$ cat config.mk
export PLATFORM = sky130hd
export DESIGN_NAME = serial_bit_source
export DESIGN_NICKNAME = d
export VERILOG_FILES = /design/src/rtl/serial_pkg.sv /design/src/rtl/serial_hold_reg.sv /design/src/rtl/serial_bit_source.sv
export SDC_FILE = /design/constraint.sdc
export NUM_CORES = 1
export LEC_CHECK = 0
export BUFFER_PORTS_ARGS = -buffer_cell sky130_fd_sc_hd__buf_2
export CAP_MARGIN = 40
export CORE_UTILIZATION = 40
export CTS_CLUSTER_SIZE = 30
export DETAILED_ROUTE_END_ITERATION = 8
export PLACE_DENSITY_LB_ADDON = 0.05
export SYNTH_ARGS = -nofsm -noshare
export SYNTH_HDL_FRONTEND = slang
export SYNTH_SLANG_ARGS = --single-unit
$ cat constraint.sdc
create_clock -name clock -period 1 [get_ports clock]
set_input_delay 0 -clock clock [delete_from_list [all_inputs] [get_ports clock]]
set_output_delay 0 -clock clock [all_outputs]
set_load 0.02 [all_outputs]
$ cat src/rtl/serial_pkg.sv
// serial_pkg
//   Shared definitions for the serial bit source that feeds the Mealy
//   sequence-detector datapath.
//   Contents:
//     state_t            - FSM state encoding (IDLE=2'b00, SHIFT=2'b01;
//                          the unused codes are treated as IDLE)
//     SERIAL_WIDTH_DEF   - default word width
//     state_is_shift()   - decode helper, true only for the SHIFT code
package serial_pkg;

  localparam int SERIAL_WIDTH_DEF = 8;

  typedef enum logic [1:0] {
    IDLE  = 2'b00,
    SHIFT = 2'b01
  } state_t;

  // Anything other than the SHIFT code is treated as IDLE, so a corrupted
  // state register can never leave the serial line driving data.
  function automatic logic state_is_shift(input state_t s);
    return (s == SHIFT);
  endfunction

endpackage

$ cat src/rtl/serial_hold_reg.sv
// serial_hold_reg
//   One-entry holding register with a full flag. The serial source uses it
//   to park the next word while the current word is still shifting out, so
//   back-to-back words leave the serial line without a gap.
//   Ports:
//     clock      in   rising-edge clock
//     reset      in   synchronous active-high reset, empties the entry
//     load       in   capture load_data and mark the entry full
//     load_data  in   WIDTH-bit word to park
//     take       in   consumer has taken the parked word, mark empty
//     full       out  entry holds a valid word
//     data       out  parked word
//   The owner must never assert load and take in the same cycle; if it does,
//   load wins so no offered word is lost.
module serial_hold_reg #(
  parameter int WIDTH = 8
) (
  input  logic             clock,
  input  logic             reset,
  input  logic             load,
  input  logic [WIDTH-1:0] load_data,
  input  logic             take,
  output logic             full,
  output logic [WIDTH-1:0] data
);

  // Full flag and payload are updated together so data is only meaningful
  // while full is set.
  always_ff @(posedge clock) begin
    if (reset) begin
      full <= 1'b0;
      data <= '0;
    end else if (load) begin
      full <= 1'b1;
      data <= load_data;
    end else if (take) begin
      full <= 1'b0;
    end
  end

endmodule

$ cat src/rtl/serial_bit_source.sv
// serial_bit_source
//   Parallel-to-serial source for the sequence detector. Accepts WIDTH-bit
//   words over a valid/ready handshake and drives them MSB-first, one bit
//   per clock, on x. While no data bit is being shifted x is held at 0.
//   Ports:
//     clock       in   rising-edge clock
//     reset       in   synchronous active-high reset (aborts any partial word)
//     data_in     in   word to serialize, sampled only on the accept edge
//     load_valid  in   data_in is valid
//     load_ready  out  a word can be accepted this cycle
//     x           out  serial bit, 0 when bit_valid is 0
//     bit_valid   out  x carries a data bit this cycle
//     word_done   out  one-cycle pulse alongside the LSB of each word
//     busy        out  FSM is in SHIFT
//   Build option:
//     SERIAL_SOURCE_PREFETCH_EN - adds a one-entry hold register so the next
//     word can be accepted while shifting, giving gapless back-to-back words.
//     Without it a word can only be accepted from IDLE, which inserts one
//     idle cycle between words.
//   All outputs decode registered state only; there is no combinational path
//   from any input to any output.
module serial_bit_source
  import serial_pkg::*;
#(
  parameter int WIDTH = SERIAL_WIDTH_DEF
) (
  input  logic             clock,
  input  logic             reset,
  input  logic [WIDTH-1:0] data_in,
  input  logic             load_valid,
  output logic             load_ready,
  output logic             x,
  output logic             bit_valid,
  output logic             word_done,
  output logic             busy
);

  localparam int CW = (WIDTH > 1) ? $clog2(WIDTH) : 1;
  localparam logic [CW-1:0] CNT_LAST = CW'(WIDTH - 1);
  localparam logic [CW-1:0] CNT_ONE  = CW'(1);

  state_t           state;
  logic [WIDTH-1:0] shreg;
  logic [CW-1:0]    cnt;

  logic in_shift;
  logic last_bit;
  logic accept;

  assign in_shift = state_is_shift(state);
  assign last_bit = in_shift && (cnt == '0);

  // load_valid is ignored during reset so nothing is latched on the reset edge.
  assign accept = load_valid && load_ready && !reset;

`ifdef SERIAL_SOURCE_PREFETCH_EN
  logic             hold_full;
  logic [WIDTH-1:0] hold_data;
  logic             hold_load;
  logic             hold_take;

  // A word offered mid-word is parked; on the last bit with nothing parked
  // it goes straight into the shift register instead.
  assign load_ready = !hold_full;
  assign hold_load  = accept && in_shift && !last_bit;
  assign hold_take  = last_bit && hold_full;

  serial_hold_reg #(
    .WIDTH(WIDTH)
  ) u_hold (
    .clock     (clock),
    .reset     (reset),
    .load      (hold_load),
    .load_data (data_in),
    .take      (hold_take),
    .full      (hold_full),
    .data      (hold_data)
  );
`else
  assign load_ready = !in_shift;
`endif

  // FSM, bit counter and shift register. The counter holds the number of
  // bits still to come after the one currently on x, so cnt==0 marks the LSB.
  always_ff @(posedge clock) begin
    if (reset) begin
      state <= IDLE;
      shreg <= '0;
      cnt   <= '0;
    end else begin
      case (state)
        SHIFT: begin
          shreg <= shreg << 1;
          cnt   <= cnt - CNT_ONE;
          if (cnt == '0) begin
`ifdef SERIAL_SOURCE_PREFETCH_EN
            if (hold_full) begin
              shreg <= hold_data;
              cnt   <= CNT_LAST;
            end else if (accept) begin
              shreg <= data_in;
              cnt   <= CNT_LAST;
            end else begin
              state <= IDLE;
              cnt   <= '0;
            end
`else
            state <= IDLE;
            cnt   <= '0;
`endif
          end
        end
        default: begin
          // IDLE and any illegal code: wait for a word, recover to IDLE.
          if (accept) begin
            state <= SHIFT;
            shreg <= data_in;
            cnt   <= CNT_LAST;
          end else begin
            state <= IDLE;
          end
        end
      endcase
    end
  end

  assign busy      = in_shift;
  assign bit_valid = in_shift;
  assign x         = in_shift && shreg[WIDTH-1];
  assign word_done = last_bit;

endmodule

## Word-level counts from Yosys, hierarchy flattened

Cells that the tools add are included.

- Flip-flop bits (word level): 13
- Bits in latches: 0
- RAM bits: 0
- ROM bits: 0
- Bits of input ports: 11
- Output and inout bits: 5
- Word-level logic and storage cells: 24
- Memories: 0

- Add/sub/neg operators: 1
- $mul: 0
- Div/mod/pow operators: 0
- Magnitude comparators: 0
- Equality and inequality tests: 2
- Shift-type cells: 0
- Multiplexer cells: 8
- Bitwise operators: 0
- Reductions and logical operators: 9

Operators with widths:

| kind | count |
|---|---|
| $mux 8 | 2 |
| $mux 3 | 3 |
| $logic_and 1x1->1 | 4 |
| $mux 2 | 2 |
| $logic_not 3->1 | 1 |
| $sub 3x1->3 const B | 1 |
| $eq 2x1->1 const B | 1 |
| $logic_not 1->1 | 2 |
| $ne 2x1->1 const B | 1 |
| $reduce_bool 2->1 | 1 |
| $reduce_or 2->1 | 1 |
| $mux 1 | 1 |

## Depth between registers and ports, before layout

- Depth in word-level cells: 6
- Gate-level depth with buffers: 5
- Depth with buffers taken out: 5

## Worst setup path before layout

No wires, ideal clock.

- Path type: register to register
- From: register state[0]
- To: register state[0]
- Setup time: 0.125 ns
- Data arrival time: 1.060 ns
- Data required time: 0.875 ns
- Path slack: -0.185 ns
- Cell stages (with the launch flop): 4
- Path buffers: 1
- Clock period less this slack: 1.185 ns
- Cells stage by stage: dfxtp_1 -> buf_4 -> and2_1 -> nor3_1

- Longest elaborated chain between the ends: 6
- Elaborated cells between the ends (all ways): 7
- Classes of those cells: eq/ne: 2; mux: 2; reduce/logical: 3

Ends and longest elaborated chain:

| item | line | RTL |
|---|---|---|
| start: declaration | serial_bit_source.sv:42 | `state_t state;` |
| start signal: assignment | serial_bit_source.sv:87 | `state <= IDLE;` |
| start signal: assignment | serial_bit_source.sv:108 | `state <= IDLE;` |
| start signal: assignment | serial_bit_source.sv:116 | `state <= SHIFT;` |
| $eq 2x1->1 * | serial_pkg.sv:21, serial_bit_source.sv:91 |  |
| $logic_not 1->1 | serial_bit_source.sv:80 | `assign load_ready = !in_shift;` |
| $logic_and 1x1->1 (2 in a row) | serial_bit_source.sv:54 | `assign accept = load_valid && load_ready && !reset;` |
| $mux 1 | serial_bit_source.sv:115 | `if (accept) begin` |
| $mux 2 | serial_bit_source.sv:91 | `case (state)` |

Every way passes the cells marked *; elsewhere a longest branch is shown, timed or not.
A chain may end at the register's enable or synchronous reset.

## Worst setup path in the final report

- From: register cnt[0]
- To: output word_done

- Longest elaborated chain between the ends: 2

Ends and longest elaborated chain:

| item | line | RTL |
|---|---|---|
| start: declaration | serial_bit_source.sv:44 | `logic [CW-1:0] cnt;` |
| start signal: assignment | serial_bit_source.sv:94 | `cnt <= cnt - CNT_ONE;` |
| $logic_not 3->1 | serial_bit_source.sv:51 | `assign last_bit = in_shift && (cnt == '0);` |
| $logic_and 1x1->1 | serial_bit_source.sv:51 |  |
| end: declaration | serial_bit_source.sv:34 | `output logic word_done,` |

No other way between the ends.

==> impl_results.md <==
* Worst-path clk slew at 0.07 ns
* Setup crit end kind: output pin
* Core Box Area at 1320 um^2
* CP required at 1.00 ns
* Total congestion overflow at 0
* Final HPWL from detailed placement at 809 um
* Routed via count at 487
* Max stage delay cell, worst path: dfxtp_2
* Final WL at 1.23 mm
* RR Startpoint: cnt[0]
* Starting Density at 43.7%
* Failing checks: setup timing
* Share of layout cells above drive strength 1 at 53.0%
* Worst Setup SP: cnt[0]
* Slew headroom at 79.1%
* # DRC at 0
* Initial drt markers at 0
* Vias in the first global route at 436
* Crit Path Max Fanout at 2
* Final Util at 63.7%
* Cell taking the most area after synthesis: dfxtp_1
* Largest net degree at the start of global routing at 13
* Clock sink count at 12
* Antenna cells at 0
* ANT nets after route at 0
* Final setup viols at 4
* Hold buffers post-CTS at 0
* Pwr/cell area at 1430 nW/um^2
* YS warnings at 0
* Routed WL per cell at 12.6 um
* Synth unique cells at 18
* Die area at 1590 um^2
* CTS tree: built
* Chip width at 39.9 um
* Period utilization at 115%
* HP Start: data_in[0]
* Placer congestion estimate at 0.658
* Post-Synth XOR/XNOR Area at 0%
* Worst setup SP type: register
* Synth top area share at 41.7%
* Peak VDD IR at 919 uV
* Top cells by area, synth: dfxtp_1 42%, mux2i_1 14%, a211oi_1 9.1%
* Worst hold path class: primary input to register
* Cells along the critical path: nor2_4, ha_4, and2_4, buf_6
* CTS Buffer Depth at 2
* Worst-Skew Late Latency at 0.27 ns
* Pre-CTS setup slack at 0.00622 ns
* CP max stage delay at 0.34 ns
* Worst Hold Slack at 0.0345 ns
* Initial antenna violation count at 0
* CTS Buf Count at 3
* TritonRoute pass-1 iters at 1
* Syn avg cell area at 9.76 um^2
* Area of the mapped netlist at 576 um^2
* Simple-Gate Fraction of Synth Area at 20.0%
* Worst Skew at 0.00195 ns
* First-pass GRT wire length at 1.89 mm
* Die height at 39.9 um
* Area delta synth->final at 45.9%
* I/O pin total at 16
* Largest family of logic cells by synthesized area: simple AND/OR/NAND/NOR gates
* Synthesis-stage register bit count at 12
* Pleak at 0.375 nW
* Post-synthesis sequential area ratio at 41.7%
* Post-Synth Adder-Cell Area at 4.35%
* Outcome: complete, but fails checks
* Routed vias/inst at 4.97
* Nets at 98
* Final hold vios at 0
* Critical Path AT at 1.15 ns
* Post-synthesis mux area share at 13.9%
* Syn_nets at 72
* Max Slew Vio Count at 0
* Total of max-cap violations at 0
* Max Fclk at 0.870 GHz
* Measured slew at the worst slew-check pin at 0.313 ns
* IO buf count at 15
* PnR worst setup slack at -0.149 ns
* Compound-Gate Fraction of Synth Area at 12.8%
* GRT Total Usage at 18.5%
* RSZ-0062 raised after global routing: true
* Cells after Synth at 59
* Min Tclk post-route at 1.15 ns
* Rows at 13
* H-tree levels at 1
* Crit Path Category: register to output pin
* Clk root buf: clkbuf_4
-- cells in the final DEF, fill, tap and decap left out, types with 6 or more instances in the layout --
cell type / instances
mux2i_1: 8
buf_6: 6
nor2b_1: 7
buf_2: 12
a211oi_1: 6
dfxtp_1: 8
buf_4: 7
-- synth_stat cells --
| library cell | count |
|---|---|
| a211oi_1 | 7 |
| inv_2 | 1 |
| a31oi_1 | 1 |
| nor3_1 | 6 |
| and2_1 | 2 |
| o21a_1 | 1 |
| nand4bb_1 | 1 |
| nand2_1 | 1 |
| ha_1 | 2 |
| buf_6 | 1 |
| buf_4 | 2 |
| mux2i_1 | 8 |
| dfxtp_1 | 12 |
| nor2b_1 | 8 |
| inv_1 | 2 |
| nor2_1 | 2 |
| clkbuf_1 | 1 |
| o21bai_1 | 1 |
-- final timing paths --
| check | slack [ns] | to | cells past startpoint |
|---|---|---|---|
| setup / recovery | -0.15 | word_done | 4 |
| setup reg to reg | -0.03 | cnt[2] | 6 |
| hold reg to reg | 0.52 | shreg[1] | 2 |
| hold / removal | 0.03 | shreg[0] | 3 |
-- what timing repair did --
| action | CTS | global route |
|---|---|---|
| setup buffers | 3 | 2 |
| gates resized for setup | 10 | 17 |
| pin swaps | 3 | 5 |
| endpoints found under the setup margin | 5 | 9 |
-- cells by family (layout without fill, tap and decap cells) --
kind of cell | after synthesis | count (layout)
AO/OA/AOI/OAI | 10 | 10
multiplexers | 8 | 8
buffers and inverters | 7 | 31
adder cells (fa/ha/maj) | 2 | 2
AND/OR/NAND/NOR | 20 | 20
flip-flops | 12 | 12
-- final cells by class --
type	instances	area, um^2
Clock buffer	3	22.5
Fill cell	115	478
Inverter	3	16.3
Multi-Input combinational cell	40	354
Sequential cell	12	248
Tap cell	15	18.8
Timing Repair Buffer	25	180
-- power by group --
part | switching, mW | total, mW | internal (mW)
sequential | 0.0357 | 0.566 | 0.530
clock | 0.142 | 0.281 | 0.139
combinational | 0.162 | 0.350 | 0.188
-- critical path: cells and delay by family, from the launching register on --
kind          cells  cell delay (ns)
buf+inv           1             0.11
fa+ha+maj         1             0.15
flops             1             0.34
simple gates      2             0.29
-- metal layers --
layer  GRT usage, %  share of wire [%]
met5              0                  0
met4           2.59                  0
met3           10.0                5.5
met2           27.4                 47
met1           24.1                 47
-- flip-flops by register name, indices dropped and copies added, names as in the netlist --
name,count
cnt,3
shreg,8
state,1
-- per-stage QoR --
stage | total power, mW | cell area (um^2) | setup TNS, ns | cells
after global placement | 0.822 | 689 | -0.00410 | 91
after detailed placement | 0.826 | 689 | 0 | 91
after global routing | 1.27 | 840 | -0.344 | 98
after floorplan | 0.736 | 581 | 0 | 59
final | 1.20 | 840 | -0.209 | 98
after CTS | 1.15 | 762 | -0.278 | 97
(Power assumes the default switching activity.)
